## src/rtl/db9md_pad_responder_if.sv

```systemverilog
// DB9 Mega Drive link between a joy_db9md reader (master) and the pad-side responder (slave).
interface db9md_pad_responder_if;
   logic       joy_mdsel;
   logic       joy_split;
   logic [5:0] joy_out;
   logic [1:0] phase;

   modport master (
      output joy_mdsel,
      output joy_split,
      input  joy_out,
      input  phase
   );

   modport slave (
      input  joy_mdsel,
      input  joy_split,
      output joy_out,
      output phase
   );
endinterface

```

## src/rtl/db9md_pad_responder.sv

```systemverilog
// Pad-side DB9 Mega Drive responder: drives active-low pad lines for two pads following the
// reader's select strobes, including the 6-button select-phase sequence with idle timeout.
module db9md_pad_responder #(
   parameter bit          SIX_BTN = 1'b1,
   parameter int unsigned TIMEOUT = 72000
) (
   input  logic                         clk_sys,
   input  logic                         reset,
   input  logic [11:0]                  pad1,
   input  logic [11:0]                  pad2,
   db9md_pad_responder_if.slave         bus
);

   localparam int unsigned CntW = $clog2(TIMEOUT + 1);

   logic                sel_meta, sel_s, sel_d;
   logic                split_meta, split_s;
   logic [1:0]          n_q, n_d, n_base;
   logic [CntW-1:0]     cnt_q, cnt_d;
   logic [5:0]          out_q, out_d;
   logic [11:0]         p;
   logic                sel_edge, sel_rise, timeout_hit;

   always_comb begin
      sel_edge    = sel_s ^ sel_d;
      sel_rise    = sel_s & ~sel_d;
      timeout_hit = (cnt_q == CntW'(TIMEOUT));

      // An edge coinciding with the timeout is counted from phase 0.
      n_base = timeout_hit ? 2'd0 : n_q;
      n_d    = sel_rise ? n_base + 2'd1 : n_base;

      if (sel_edge) begin
         cnt_d = '0;
      end else if (timeout_hit) begin
         cnt_d = cnt_q;
      end else begin
         cnt_d = cnt_q + CntW'(1);
      end
   end

   // Output is {pin9, pin6, pin4, pin3, pin2, pin1}, all active-low.
   always_comb begin
      p = split_s ? pad1 : pad2;
      if (sel_s) begin
         if (SIX_BTN && n_d == 2'd3) begin
            out_d = {~p[6], ~p[5], ~p[11], ~p[10], ~p[9], ~p[8]};
         end else begin
            out_d = {~p[6], ~p[5], ~p[0], ~p[1], ~p[2], ~p[3]};
         end
      end else begin
         if (SIX_BTN && n_d == 2'd2) begin
            out_d = {~p[7], ~p[4], 4'b0000};
         end else if (SIX_BTN && n_d == 2'd3) begin
            out_d = {~p[7], ~p[4], 4'b1111};
         end else begin
            out_d = {~p[7], ~p[4], 2'b00, ~p[2], ~p[3]};
         end
      end
   end

   always_ff @(posedge clk_sys or posedge reset) begin
      if (reset) begin
         sel_meta   <= 1'b1;
         sel_s      <= 1'b1;
         sel_d      <= 1'b1;
         split_meta <= 1'b1;
         split_s    <= 1'b1;
         n_q        <= 2'd0;
         cnt_q      <= '0;
         out_q      <= 6'h3F;
      end else begin
         sel_meta   <= bus.joy_mdsel;
         sel_s      <= sel_meta;
         sel_d      <= sel_s;
         split_meta <= bus.joy_split;
         split_s    <= split_meta;
         n_q        <= n_d;
         cnt_q      <= cnt_d;
         out_q      <= out_d;
      end
   end

   assign bus.joy_out = out_q;
   assign bus.phase   = n_q;

endmodule

```

## src/flat_wrapper.sv

```systemverilog
// flat-port wrapper written by rule: the top's interface ports become plain ports
module db9md_pad_responder_flat 
#(
   parameter bit          SIX_BTN = 1'b1,
   parameter int unsigned TIMEOUT = 72000
)
  (clk_sys, reset, pad1, pad2, bus_joy_mdsel, bus_joy_split, bus_joy_out, bus_phase);
  db9md_pad_responder_if bus_i ();
  input  logic clk_sys;
  input  logic reset;
  input  logic [11:0] pad1;
  input  logic [11:0] pad2;
  input wire logic [$bits(bus_i.joy_mdsel)-1:0] bus_joy_mdsel;
  input wire logic [$bits(bus_i.joy_split)-1:0] bus_joy_split;
  output wire logic [$bits(bus_i.joy_out)-1:0] bus_joy_out;
  output wire logic [$bits(bus_i.phase)-1:0] bus_phase;
  assign bus_i.joy_mdsel = bus_joy_mdsel;
  assign bus_i.joy_split = bus_joy_split;
  assign bus_joy_out = bus_i.joy_out;
  assign bus_phase = bus_i.phase;
  db9md_pad_responder #(.SIX_BTN(SIX_BTN), .TIMEOUT(TIMEOUT)) u_core (.clk_sys(clk_sys), .reset(reset), .pad1(pad1), .pad2(pad2), .bus(bus_i));
endmodule
```

## config.mk

```make
export PLATFORM = sky130hd
export DESIGN_NAME = db9md_pad_responder_flat
export DESIGN_NICKNAME = d
export VERILOG_FILES = /design/src/rtl/db9md_pad_responder_if.sv /design/src/rtl/db9md_pad_responder.sv /design/src/flat_wrapper.sv
export SDC_FILE = /design/constraint.sdc
export NUM_CORES = 1
export LEC_CHECK = 0
export CORE_UTILIZATION = 50
export CTS_CLUSTER_DIAMETER = 50
export CTS_CLUSTER_SIZE = 30
export DETAILED_ROUTE_END_ITERATION = 8
export PLACE_DENSITY = 0.79
export SYNTH_ARGS = -nofsm -noshare
export SYNTH_HDL_FRONTEND = slang
export SYNTH_SLANG_ARGS = --single-unit
```

## constraint.sdc

```tcl
create_clock -name clk_sys -period 1.7 [get_ports clk_sys]
set_input_delay 0.425 -clock clk_sys [delete_from_list [all_inputs] [get_ports clk_sys]]
set_output_delay 0.425 -clock clk_sys [all_outputs]
set_load 0.03 [all_outputs]
```

## Yosys cells after proc, flatten, opt, wreduce, memory -nomap -nowiden

Index checks and enable logic that the tools add are counted.

- Flip-flop bits (word level): 30
- Input port bits: 28
- Output and inout bits: 8
- Logic and storage cells: 38

- $add $sub $neg: 2
- Eq/ne operators: 4
- Multiplexer cells: 9
- Bitwise gates (word level): 15

Operators by type and width:

| operator | number |
|---|---|
| two-way mux 17 bit | 2 |
| adder 17 x 1 -> 17 bit (second input constant) | 1 |
| == test 17 bit (second input constant) | 1 |
| inverter 1 bit | 13 |
| two-way mux 12 bit | 1 |
| two-way mux 4 bit | 3 |
| two-way mux 6 bit | 1 |
| == test 2 bit (second input constant) | 2 |
| two-way mux 2 bit | 2 |
| adder 2 x 1 -> 2 bit (second input constant) | 1 |
| != test 2 x 1 -> 1 bit (second input constant) | 1 |
| bitwise AND 1 bit | 1 |
| XOR 1 bit | 1 |

## Logic depth before layout (Yosys ltp)

- Word-level depth: 8
- Mapped depth: 6
- Depth with buffers taken out: 6

## Least setup slack after synthesis

OpenSTA, ideal clock, no wires.

- Path type: reg-to-reg
- Start: register u_core.sel_d
- End: register u_core.cnt_q[0]
- Data arrival time: 1.337 ns
- Required time: 1.568 ns
- Path slack: 0.231 ns
- Cell stages (with the launch flop): 6
- Clock period less this slack: 1.469 ns
- Cells stage by stage: dfstp_2 -> inv_1 -> ha_1 -> inv_1 -> buf_1 -> nor2_1

- Longest elaborated chain between the ends: 2

Ends and longest elaborated chain:

| what | line | text |
|---|---|---|
| start: declaration | db9md_pad_responder.sv:16 | `logic sel_meta, sel_s, sel_d;` |
| start signal: assignment | db9md_pad_responder.sv:75 | `sel_d <= sel_s;` |
| XOR 1 bit (*) | db9md_pad_responder.sv:25 | `sel_edge = sel_s ^ sel_d;` |
| != test 2 x 1 -> 1 bit (no source line) / two-way mux 17 bit (equally long branches) | -- |  |
| end signal: assignment | db9md_pad_responder.sv:79 | `cnt_q <= cnt_d;` |
| end: declaration | db9md_pad_responder.sv:19 | `logic [CntW-1:0] cnt_q, cnt_d;` |

Mark *: on every way between the ends. The rest lies on a longest branch, timed or not.
A chain may end at the register's enable or synchronous reset.

## Worst setup path in the final report

- Start: register u_core.out_q[4], in the netlist u_core.bus.joy_out[4]
- End: output bus_joy_out[4]

RTL lines:

| what | line | text |
|---|---|---|
| start: declaration | db9md_pad_responder.sv:20 | `logic [5:0] out_q, out_d;` |
| start signal: assignment | db9md_pad_responder.sv:80 | `out_q <= out_d;` |
| end: declaration | flat_wrapper.sv:15 | `output wire logic [$bits(bus_i.joy_out)-1:0] bus_joy_out;` |

No word-level cell between the ends.

==> out/summary.txt <==
Clock group share of total power -> 0.252
Max Cap Violations -> 0
Fin worst setup slack -> 0.0365 ns
Syn nets -> 177
Psw -> 0.647 mW
Most frequent cell after synthesis -> dfrtp_1
Post-Syn Area per Cell -> 11.0 µm²
Number of synthesized flops with an enable pin -> 0
Largest area contributor in the netlist -> dfrtp_1
DRC viols -> 0
Asr flop ratio synth -> 1.00
Vias in the first global route -> 1267
Post-Layout Cell Count -> 235
CTS clk-pin slew, worst paths -> 0.09 ns
Die Span Y -> 58.8 µm
Die area -> 3450 µm²
Crit path capture type -> output pin
Layout Nets -> 221
Total chip power -> 2.07 mW
CP max-delay cell -> dfstp_2
PwrDens -> 972 nW/µm²
Commonest cells post-synth -> dfrtp_1 (19), nor2_1 (15), inv_1 (12)
Initial DRC Count -> 31
Placed cell area -> 2040 µm²
Finished Cell Area -> 2130 µm²
DRT antenna net count -> 0
Fin util -> 0.696
Fin. max-slew vios -> 0
Total gr overflow -> 0
CTS buffer count -> 5
Largest delay contributor family on the critical path -> flip-flops
Minimum hold slack -> 0.355 ns
Final Setup Violations -> 0
CTS tree -> done
I/O pin count -> 36
Yosys cell types -> 36
Seq pwr share -> 0.436
Yosys top cell area share -> 0.295
Syn Inst Count -> 146
Htree depth -> 2
First-pass GRT wire length -> 5.30 mm
Status -> complete, no violations
Worst hold path class -> reg2reg
Clock Skew -> 0.00612 ns
Row count -> 20
RSZ-0062 raised after global routing -> false
Initial DRT Pass Iterations -> 4
Fraction of layout cells with a size suffix above 1 -> 0.215
Peak supply drop -> 0.625 mV
Wire length per cell -> 13.6 µm
CP cell instances -> dlygate4sd2_1
Root buf cell -> clkbuf_4
Slew headroom -> 0.749
Top cells by area, synth -> dfrtp_1 (30%), dfstp_2 (18%), mux2i_1 (6.8%), xnor2_1 (6.0%), nor2_1 (3.5%)
Static Leak -> 0.910 nW
Area delta synth->final -> 31.9%
Crit path kind -> reg2out
Worst Tran Pin Value -> 0.376 ns
Fin. Hold Viols -> 0
DR vias -> 1219
Ys Warns -> 0
Port bufs -> 35
Combinational power share -> 0.311
DPL Wire Length -> 2.40 mm
CP max FO -> 1
P_int -> 1.42 mW
Vias/cell -> 5.19
CTS sink cnt -> 30
Setup slack after placement -> 0.103 ns
Final min period -> 1.66 ns
Initial Util -> 0.528
Fmax -> 0.601 GHz
Clk_lat worst skew -> 0.33 ns
Mapped Area -> 1610 µm²
Placed insts -> 227
Largest net degree at the start of global routing -> 31
WP buf/inv -> 1
Data arrival, critical path -> 1.24 ns
Global Route Usage Sum -> 0.209
Gpl congestion -> 0.832
Final WL -> 3.19 mm
Switch share -> 0.313
Worst EP required -> 1.27 ns
Final worst-path cycle share -> 0.979
Top_reg_cell synth -> dfrtp_1
Die X -> 58.8 µm
Seq cells post-synth -> 30
CP Launch Type -> flip-flop
Ant diodes -> 0
Clock Path Buffers -> 2
Setup TNS -> 0 ns
Core area -> 3050 µm²
Antenna violations before repair -> 0
Max stage delay on crit path -> 0.53 ns
Sequential area share after synthesis -> 0.474
[what timing repair did]
| action | 4_1_cts | 5_1_grt |
|---|---|---|
| gates resized for setup | 8 | 6 |
| gates cloned | 0 | 0 |
| hold buffers | 0 | 0 |
| setup endpoints to repair | 8 | 6 |
| setup buffers | 0 | 0 |
[power by group through the flow]
stage | Clock (mW) | Sequential, mW | Combinational (mW)
after floorplan | 0 | 1.07 | 0.251
after global placement | 0 | 0.910 | 0.669
after detailed placement | 0 | 0.918 | 0.689
after CTS | 0.539 | 0.901 | 0.640
after global routing | 0.571 | 0.917 | 0.700
final | 0.522 | 0.902 | 0.643
[path summary, 6_finish.rpt]
| check | startpoint | end | slack [ns] | depth (start not counted) |
|---|---|---|---|---|
| min in group asynchronous | reset | u_core.cnt_q[16]$_DFFE_PP0P_ | 0.46 | 3 |
| worst max-delay path | u_core.bus.joy_out[4]$_DFF_PP1_ | bus_joy_out[4] | 0.04 | 1 |
| worst min register to register | u_core.sel_meta$_DFF_PP1_ | u_core.sel_s$_DFF_PP1_ | 0.35 | 0 |
| max in group asynchronous | reset | u_core.sel_meta$_DFF_PP1_ | 0.92 | 3 |
| worst min-delay path | u_core.sel_meta$_DFF_PP1_ | u_core.sel_s$_DFF_PP1_ | 0.35 | 0 |
| worst max register to register | u_core.cnt_q[0]$_DFFE_PP0P_ | u_core.cnt_q[12]$_DFFE_PP0P_ | 0.15 | 5 |
[per-layer routing]
metal	global-route usage	part of all wire
met1	0.224	0.40
met2	0.365	0.48
met3	0.0659	0.092
met4	0.112	0.027
met5	0	0
[cell type report]
class                           count  area [µm²]
Timing Repair Buffer               40         384
Multi-Input combinational cell    101         798
Clock buffer                        8        78.8
Fill cell                         238         927
Sequential cell                    30         764
Tap cell                           44        55.1
Inverter                           12        45.0
[cell families after synthesis]
kind of cell | synth area share
buffers and inverters | 0.0357
flip-flops | 0.474
adder cells (fa/ha/maj) | 0.0233
multiplexers | 0.110
AND/OR/NAND/NOR | 0.234
AO/OA/AOI/OAI | 0.0458
XOR/XNOR | 0.0761
[cell usage in the layout (no fill, tap or decap), drive strengths merged]
master | netlist | routed
clkbuf | 0 | 8
nor3 | 3 | 3
nor2 | 15 | 15
dfstp | 11 | 11
mux4 | 2 | 2
a21oi | 3 | 3
clkdlybuf4s50 | 0 | 27
nor4 | 5 | 5
nand2b | 3 | 3
o22ai | 2 | 2
nor3b | 1 | 1
nand4 | 4 | 4
and4bb | 1 | 1
a21o | 1 | 1
mux2i | 11 | 11
nand3 | 8 | 8
nand2 | 9 | 9
xnor2 | 11 | 11
xor2 | 3 | 3
or3 | 1 | 1
o21ai | 2 | 2
and2 | 1 | 1
inv | 12 | 12
nor2b | 4 | 4
nand3b | 1 | 1
buf | 3 | 5
clkdlybuf4s15 | 0 | 5
mux2 | 2 | 2
ha | 3 | 3
nor4b | 1 | 1
a31o | 1 | 1
dlygate4sd2 | 0 | 3
o211a | 1 | 1
a21bo | 1 | 1
dfrtp | 19 | 19
and4b | 1 | 1
[state kept, by name (all words and copies together), names as in the netlist]
name	count
u_core.split_s	1
u_core.sel_d	1
u_core.split_meta	1
u_core.cnt_q	17
u_core.bus.joy_out	6
u_core.bus.phase	2
u_core.sel_s	1
u_core.sel_meta	1
Power figures use the tool's default switching activity.
